File: config.mk
export PLATFORM = sky130hd
export DESIGN_NAME = mgmt_gpio_ctrl
export DESIGN_NICKNAME = d
export VERILOG_FILES = /design/src/rtl/mgmt_gpio_ctrl.sv
export SDC_FILE = /design/constraint.sdc
export NUM_CORES = 1
export LEC_CHECK = 0
export ABC_CLOCK_PERIOD_IN_PS = 1900
export BUFFER_PORTS_ARGS = -buffer_cell sky130_fd_sc_hd__buf_2
export CAP_MARGIN = 20
export CORE_ASPECT_RATIO = 0.6
export CORE_UTILIZATION = 50
export CTS_CLUSTER_DIAMETER = 200
export CTS_CLUSTER_SIZE = 24
export DETAILED_ROUTE_END_ITERATION = 10
export GPL_TIMING_DRIVEN = 0
export PLACE_DENSITY = 0.79
export SLEW_MARGIN = 30
export SYNTH_ARGS = -nofsm -noshare
export SYNTH_HDL_FRONTEND = slang
export SYNTH_SLANG_ARGS = --single-unit
File: constraint.sdc
create_clock -name clock -period 1.9 [get_ports clock]
set_input_delay 0.38 -clock clock [delete_from_list [all_inputs] [get_ports clock]]
set_output_delay 0.38 -clock clock [all_outputs]
set_load 0.005 [all_outputs]
File: src/rtl/mgmt_gpio_ctrl.sv
// Management GPIO controller: register-mapped mgmt gpio pad, 16-bit check bank
// on user pads 31:16, and a hardware blink engine emitting N pulses on gpio.
module mgmt_gpio_ctrl #(
  parameter int unsigned HALF_PERIOD = 4
) (
  input  logic        clock,
  input  logic        resetb,
  input  logic        stb,
  input  logic        we,
  input  logic [4:0]  addr,
  input  logic [31:0] wdata,
  output logic [31:0] rdata,
  output logic        ack,
  output logic        gpio_out,
  output logic        gpio_oe,
  input  logic        gpio_in,
  output logic [7:0]  chk_out,
  output logic        chk_oe,
  input  logic [7:0]  chk_in
);

  typedef enum logic [1:0] {ST_IDLE, ST_HIGH, ST_LOW} blink_state_t;

  localparam int unsigned   CW      = (HALF_PERIOD > 1) ? $clog2(HALF_PERIOD) : 1;
  localparam logic [CW-1:0] PH_LAST = CW'(HALF_PERIOD - 1);

  logic         r_ack;
  logic [31:0]  r_rdata;
  logic [1:0]   r_gpio;
  logic [8:0]   r_chk;
  logic [1:0]   r_gin_sync;
  logic [7:0]   r_cin_s1;
  logic [7:0]   r_cin_s2;
  blink_state_t r_state, w_state_nxt;
  logic [CW-1:0] r_phase, w_phase_nxt;
  logic [7:0]   r_remain, w_remain_nxt;
  logic [7:0]   r_done, w_done_nxt;

  logic         w_access;
  logic         w_wr;
  logic         w_rd;
  logic         w_blink_wr;
  logic         w_busy;
  logic [2:0]   w_word;
  logic [31:0]  w_rmux;
  logic         w_unused;

  // A new access is accepted only while ack is low, so a held strobe
  // produces at most one ack every second cycle.
  assign w_access   = stb & ~r_ack;
  assign w_wr       = w_access & we;
  assign w_rd       = w_access & ~we;
  assign w_word     = addr[4:2];
  assign w_blink_wr = w_wr && (w_word == 3'd4);
  assign w_busy     = (r_state != ST_IDLE);
  assign w_unused   = &{1'b0, addr[1:0], wdata[31:9]};

  always_comb begin
    w_rmux = '0;
    case (w_word)
      3'd0:    w_rmux[1:0] = r_gpio;
      3'd1:    w_rmux[0]   = r_gin_sync[1];
      3'd2:    w_rmux[8:0] = r_chk;
      3'd3:    w_rmux[7:0] = r_cin_s2;
      3'd4:    w_rmux      = {8'h00, r_done, 7'h00, w_busy, r_remain};
      default: w_rmux      = '0;
    endcase
  end

  always_ff @(posedge clock or negedge resetb) begin
    if (!resetb) begin
      r_ack      <= 1'b0;
      r_rdata    <= '0;
      r_gpio     <= '0;
      r_chk      <= '0;
      r_gin_sync <= '0;
      r_cin_s1   <= '0;
      r_cin_s2   <= '0;
    end else begin
      r_ack      <= w_access;
      r_rdata    <= w_rd ? w_rmux : '0;
      r_gin_sync <= {r_gin_sync[0], gpio_in};
      r_cin_s1   <= chk_in;
      r_cin_s2   <= r_cin_s1;
      if (w_wr) begin
        case (w_word)
          3'd0:    r_gpio <= wdata[1:0];
          3'd2:    r_chk  <= wdata[8:0];
          default: ;
        endcase
      end
    end
  end

  always_ff @(posedge clock or negedge resetb) begin
    if (!resetb) begin
      r_state  <= ST_IDLE;
      r_phase  <= '0;
      r_remain <= '0;
      r_done   <= '0;
    end else begin
      r_state  <= w_state_nxt;
      r_phase  <= w_phase_nxt;
      r_remain <= w_remain_nxt;
      r_done   <= w_done_nxt;
    end
  end

  // A BLINK write overrides the engine's own progress: N reloads and
  // restarts in HIGH, 0 aborts without crediting the partial pulse.
  always_comb begin
    w_state_nxt  = r_state;
    w_phase_nxt  = r_phase;
    w_remain_nxt = r_remain;
    w_done_nxt   = r_done;
    if (w_blink_wr) begin
      w_phase_nxt  = '0;
      w_remain_nxt = wdata[7:0];
      w_state_nxt  = (wdata[7:0] == 8'd0) ? ST_IDLE : ST_HIGH;
    end else begin
      case (r_state)
        ST_HIGH: begin
          if (r_phase == PH_LAST) begin
            w_phase_nxt = '0;
            w_state_nxt = ST_LOW;
          end else begin
            w_phase_nxt = r_phase + 1'b1;
          end
        end
        ST_LOW: begin
          if (r_phase == PH_LAST) begin
            w_phase_nxt  = '0;
            w_remain_nxt = r_remain - 8'd1;
            w_done_nxt   = r_done + 8'd1;
            w_state_nxt  = (r_remain == 8'd1) ? ST_IDLE : ST_HIGH;
          end else begin
            w_phase_nxt = r_phase + 1'b1;
          end
        end
        default: w_phase_nxt = '0;
      endcase
    end
  end

  assign rdata    = r_rdata;
  assign ack      = r_ack;
  assign gpio_out = w_busy ? (r_state == ST_HIGH) : r_gpio[0];
  assign gpio_oe  = w_busy | r_gpio[1];
  assign chk_out  = r_chk[7:0];
  assign chk_oe   = r_chk[8];

endmodule

### Yosys cells after proc, flatten, opt, wreduce, memory -nomap -nowiden

Cells that the tools add are included.
W data, S select, Z words.

| cells by class | value |
|---|---|
| magnitude comparators | 0 |
| bitwise operators | 7 |
| mux-type cells | 19 |
| equal/unequal tests | 10 |
| div/mod/pow operators | 0 |
| reductions and logical operators | 13 |
| shift-type cells | 0 |
| $mul | 0 |
| add/subtract/negate cells | 3 |

Operators with widths:

| cell | number |
|---|---|
| $mux W32 | 1 |
| $mux W8 | 3 |
| $pmux W6 S3 | 1 |
| $mux W15 | 1 |
| $mux W2 | 6 |
| $add A8 B1 Y8 const B | 1 |
| $eq A8 B1 Y1 const B | 1 |
| $logic_not A8 Y1 | 1 |
| $sub A8 B1 Y8 const B | 1 |
| $eq A3 B2 Y1 const B | 2 |
| $ne A3 B3 Y1 const B | 2 |
| $reduce_and A2 Y1 | 3 |
| $reduce_and A3 Y1 | 2 |
| $reduce_bool A2 Y1 | 3 |
| $pmux W1 S5 | 1 |
| $eq A2 B2 Y1 const B | 2 |
| $pmux W1 S4 | 1 |
| $pmux W2 S2 | 1 |
| $and A1 B1 Y1 | 3 |
| $eq A3 B1 Y1 const B | 1 |
| $eq A3 B3 Y1 const B | 1 |
| $logic_not A3 Y1 | 1 |
| $mux W1 | 3 |
| $not A1 Y1 | 3 |
| 7 further kinds | 7 |

| storage, ports and cells | value |
|---|---|
| ROM bits | 0 |
| logic and storage cells | 63 |
| register bits after elaboration | 82 |
| latch bits | 0 |
| RAM bits | 0 |
| memories kept | 0 |
| input port bits | 50 |

### Logic depth before layout (Yosys ltp)

| depth | value |
|---|---|
| word-level depth | 6 |
| mapped depth | 6 |
| mapped depth without buffers | 6 |

### Worst setup path after synthesis

No wires, ideal clock.

| path | value |
|---|---|
| path type | input to register |
| from | input port addr[3] |
| to | register r_remain[1] |
| library setup time | 0.127 ns |
| stages on the path | 5 |
| arrival | 1.496 ns |
| slack | 0.276 ns |
| cell sequence | buf_2 nor3b_4 and2_1 buf_6 mux2_1 |

| between the ends | value |
|---|---|
| cells in the longest elaborated chain, start to end | 4 |

RTL lines:

| element | line | RTL |
|---|---|---|
| from (decl) | 10 | `input logic [4:0] addr,` |
| $eq A3 B3 Y1 * | 54 | `assign w_blink_wr = w_wr && (w_word == 3'd4);` |
| $logic_and A1 B1 Y1 * | 54 |  |
| $reduce_bool A2 Y1 (no line) | n/a |  |
| $reduce_and A2 Y1 (no line) | n/a |  |
| to (signal assigned) | 104 | `r_remain <= w_remain_nxt;` |
| to (decl) | 36 | `logic [7:0] r_remain, w_remain_nxt;` |

Mark *: on every way between the ends. The rest lies on a longest branch, timed or not.
A chain may end at the register's enable or synchronous reset.

### Worst setup path after layout

| path | value |
|---|---|
| from | register r_state[1] |
| to | output port gpio_out |

| between the ends | value |
|---|---|
| cells in the longest elaborated chain, start to end | 2 |

RTL lines:

| element | line | RTL |
|---|---|---|
| from (decl) | 34 | `blink_state_t r_state, w_state_nxt;` |
| from (signal assigned) | 102 | `r_state <= w_state_nxt;` |
| $eq A2 B1 Y1 or $reduce_bool A2 Y1 (tied branches) | 147, 55 |  |
| $mux W1 * | 147 | `assign gpio_out = w_busy ? (r_state == ST_HIGH) : r_gpio[0];` |
| to (decl) | 14 | `output logic gpio_out,` |

Marks and branches as above.

==> flow_metrics.py <==
metrics = {
    "yosys": {
        "synth_top_area_share_pct": 58.69,
        "yosysWarnings": 0,
        "ys_ff_latch": 67,
        "synthArstFlopShare_pct": 100.0,
        "synth_top_cells_by_area": "dfrtp_1 59%, mux2_2 5.5%, buf_4 4.5%, ha_1 3.1%, nor2_1 2.9%",
        "synth.distinct_cells": 38,
        "yosys.area.top_type": "dfrtp_1",
        "ys_seq_area_share_pct": 58.69,
        "synthCells": 236,
        "syn_area_mm2": 0.002856,
        "yosys-top-cells-count": "67 x dfrtp_1, 22 x nor2_1, 17 x buf_4",
        "synth-edff-count": 0,
        "yosys_most_used_dff": "dfrtp_1",
        "syn_area_per_cell_um2": 12.10,
        "synth.most_common_cell": "dfrtp_1",
    },
    "timing": {
        "maxSlewViolCount": 0,
        "final-hold-violation-count": 0,
        "slew_headroom_pct": 46.93,
        "fin_crit_ns": 1.814,
        "tightest_slew_ns": 0.7961,
        "holdWs_ns": 0.1243,
        "tns_ns": 0,
        "fin_worst_skew_ns": 0.008277,
        "fin_crit_sh_pct": 95.48,
        "rsz0062_at_grt": "no",
        "setup_viol": 0,
        "fmax_mhz": 551.2,
    },
    "floorplanning": {
        "start_util_pct": 54.10,
        "core_mm2": 0.005280,
        "num_io_pins": 94,
        "die_w_um": 99.58,
        "rows": 20,
        "die_area_mm2": 0.006029,
        "die-height_um": 60.55,
    },
    "cells_and_area": {
        "fin_nets": 369,
        "nFillCells": 427,
        "area_growth_pct": 23.08,
        "fin_util_pct": 66.59,
        "drive_above_1_share_pct": 34.38,
        "register_area_mm2": 0.001677,
        "antenna_cells": 0,
        "multiInputGateArea_mm2": 0.001065,
    },
    "setup_path": {
        "end_kind": "output pin",
        "start_kind": "register",
        "crit_arrival_ns": 1.43,
        "critPathMaxFanout": 3,
        "path_class": "reg2out",
        "required_ns": 1.52,
    },
    "global_routing": {
        "grt_max_degree": 68,
        "grt_pass1_vias": 1692,
        "grt_pass1_wl_um": 8390,
        "gr-usage-all-layers_pct": 19.46,
        "grt_overflow": 0,
        "antenna_found_initial": 0,
    },
    "clocking": {
        "htreeDepth": 3,
        "ctsHoldBuffers": 0,
        "clkLatencyLatePin_ns": 0.34,
        "numCtsBuffers": 9,
        "post-cts-setup-buffers": 0,
        "clk_path_buf_depth": 2,
        "cts-root-buf": "clkbuf_8",
        "clk_pin_slew_ns": 0.07,
        "clock_sinks": 67,
        "cts_tree": "yes",
    },
    "drt": {
        "drt-total-wl_um": 5213,
        "vias": 1859,
        "detail_route.wl_per_cell_um": 13.23,
        "final_antenna_net_count": 0,
        "vias_per_cell": 4.718,
        "drtIter0Drc": 73,
        "drtPass1Iterations": 4,
        "route.detailed.drc": 0,
    },
    "pwr": {
        "cellLeakagePower_nw": 1.739,
        "power_density_mw_per_mm2": 1147,
        "total_power_mw": 4.032,
        "max-vdd-ir-drop_mv": 0.5172,
    },
    "hold_path": {
        "worstHoldPathType": "in2async",
    },
    "placed_design": {
        "dp_hpwl_um": 3758,
        "place_congestion": 0.8468,
        "port_buffers": 51,
    },
    "outcome": {
        "status": "finished clean",
    },
    "flow_run": {
        "maxCapViolations": 0,
    },
}
[critical path: stages, from the launching register on]
cell and delay [ns]:
dfrtp_1 0.39, inv_1 0.11, ha_4 0.15, mux2_2 0.32, buf_2 0.12
[per-layer routing]
metal  wire, um  global-route usage [%]
met2       2161                   28.57
met1       2602                   27.45
met5          0                       0
met4         63                   6.303
met3        386                   6.912
[final timing paths]
check                                  startpoint                    end  slack, ns  depth (start not counted)
setup / recovery           r_state[1]$_DFFE_PN0P_               gpio_out       0.09                          4
hold / removal                             resetb          ack$_DFF_PN0_       0.12                          1
max in group asynchronous                  resetb  r_cin_s1[5]$_DFF_PN0_       1.25                          1
hold reg to reg             r_cin_s1[3]$_DFF_PN0_  r_cin_s2[3]$_DFF_PN0_       0.35                          0
setup reg to reg           r_state[0]$_DFFE_PN0P_  r_done[1]$_DFFE_PN0P_       0.19                          5
min in group clock                      chk_in[0]  r_cin_s1[0]$_DFF_PN0_       0.14                          1
[area by class of cell]
class | instances | share of cell area [%]
flip-flops and latches | 67 | 47.69
multi-input cells | 155 | 30.28
repair buffers | 51 | 7.331
plain buffers | 23 | 4.591
clock buffers | 9 | 3.523
clock inverters | 7 | 3.310
well taps | 77 | 2.740
inverters | 5 | 0.5338
[cells in the final DEF, fill, tap and decap left out, types with 3 or more instances in the layout]
cell type	instances
xnor2_1	8
nor2_1	22
a21oi_1	7
inv_1	4
buf_4	18
nand3_1	6
dfrtp_1	67
buf_2	53
a31oi_1	3
and2_1	9
nand2_1	13
clkbuf_8	9
conb_1	15
bufinv_16	3
o21ai_0	9
nand2b_1	3
nor4_1	4
mux2_2	14
ha_1	6
and3b_1	3
xor2_1	6
mux2i_1	6
[cells by family after synthesis]
family                   Yosys count  share of synthesized area (%)
flip-flops                        67                          58.69
buffers and inverters             28                          6.307
adder cells (fa/ha/maj)            7                          3.066
other                              1                         0.1313
AO/OA/AOI/OAI                     26                          5.606
XOR/XNOR                          14                          4.293
AND/OR/NAND/NOR                   71                          13.10
multiplexers                      22                          8.804
[flip-flops by register name, summed over array words and instances, names as in the netlist]
name        cells
r_remain        8
r_done          8
r_state         2
r_gpio          2
rdata          17
ack             1
r_phase         2
r_chk           9
r_cin_s1        8
r_gin_sync      2
r_cin_s2        8
[per-stage QoR]
stage | area (um^2) | std cells | setup WS [ns]
2_1_floorplan | 2909 | 250 | 0.2763
3_3_place_gp | 3261 | 378 | 0.1390
3_5_place_dp | 3263 | 378 | 0.1033
4_1_cts | 3506 | 394 | 0.006258
5_1_grt | 3516 | 394 | 0.01076
6_report | 3516 | 394 | 0.08580
[where the power goes]
group          internal (mW)  total [mW]  switching (mW)
clock                  0.868        1.39           0.523
sequential              1.65        1.87           0.215
combinational          0.402       0.772           0.371
total                   2.92        4.03            1.11
[timing repair]
action | CTS | global route
endpoints found under the hold margin | 0 | 0
resized for setup | 1 | 2
setup endpoints to repair | 1 | 1
(Power assumes the default switching activity.)
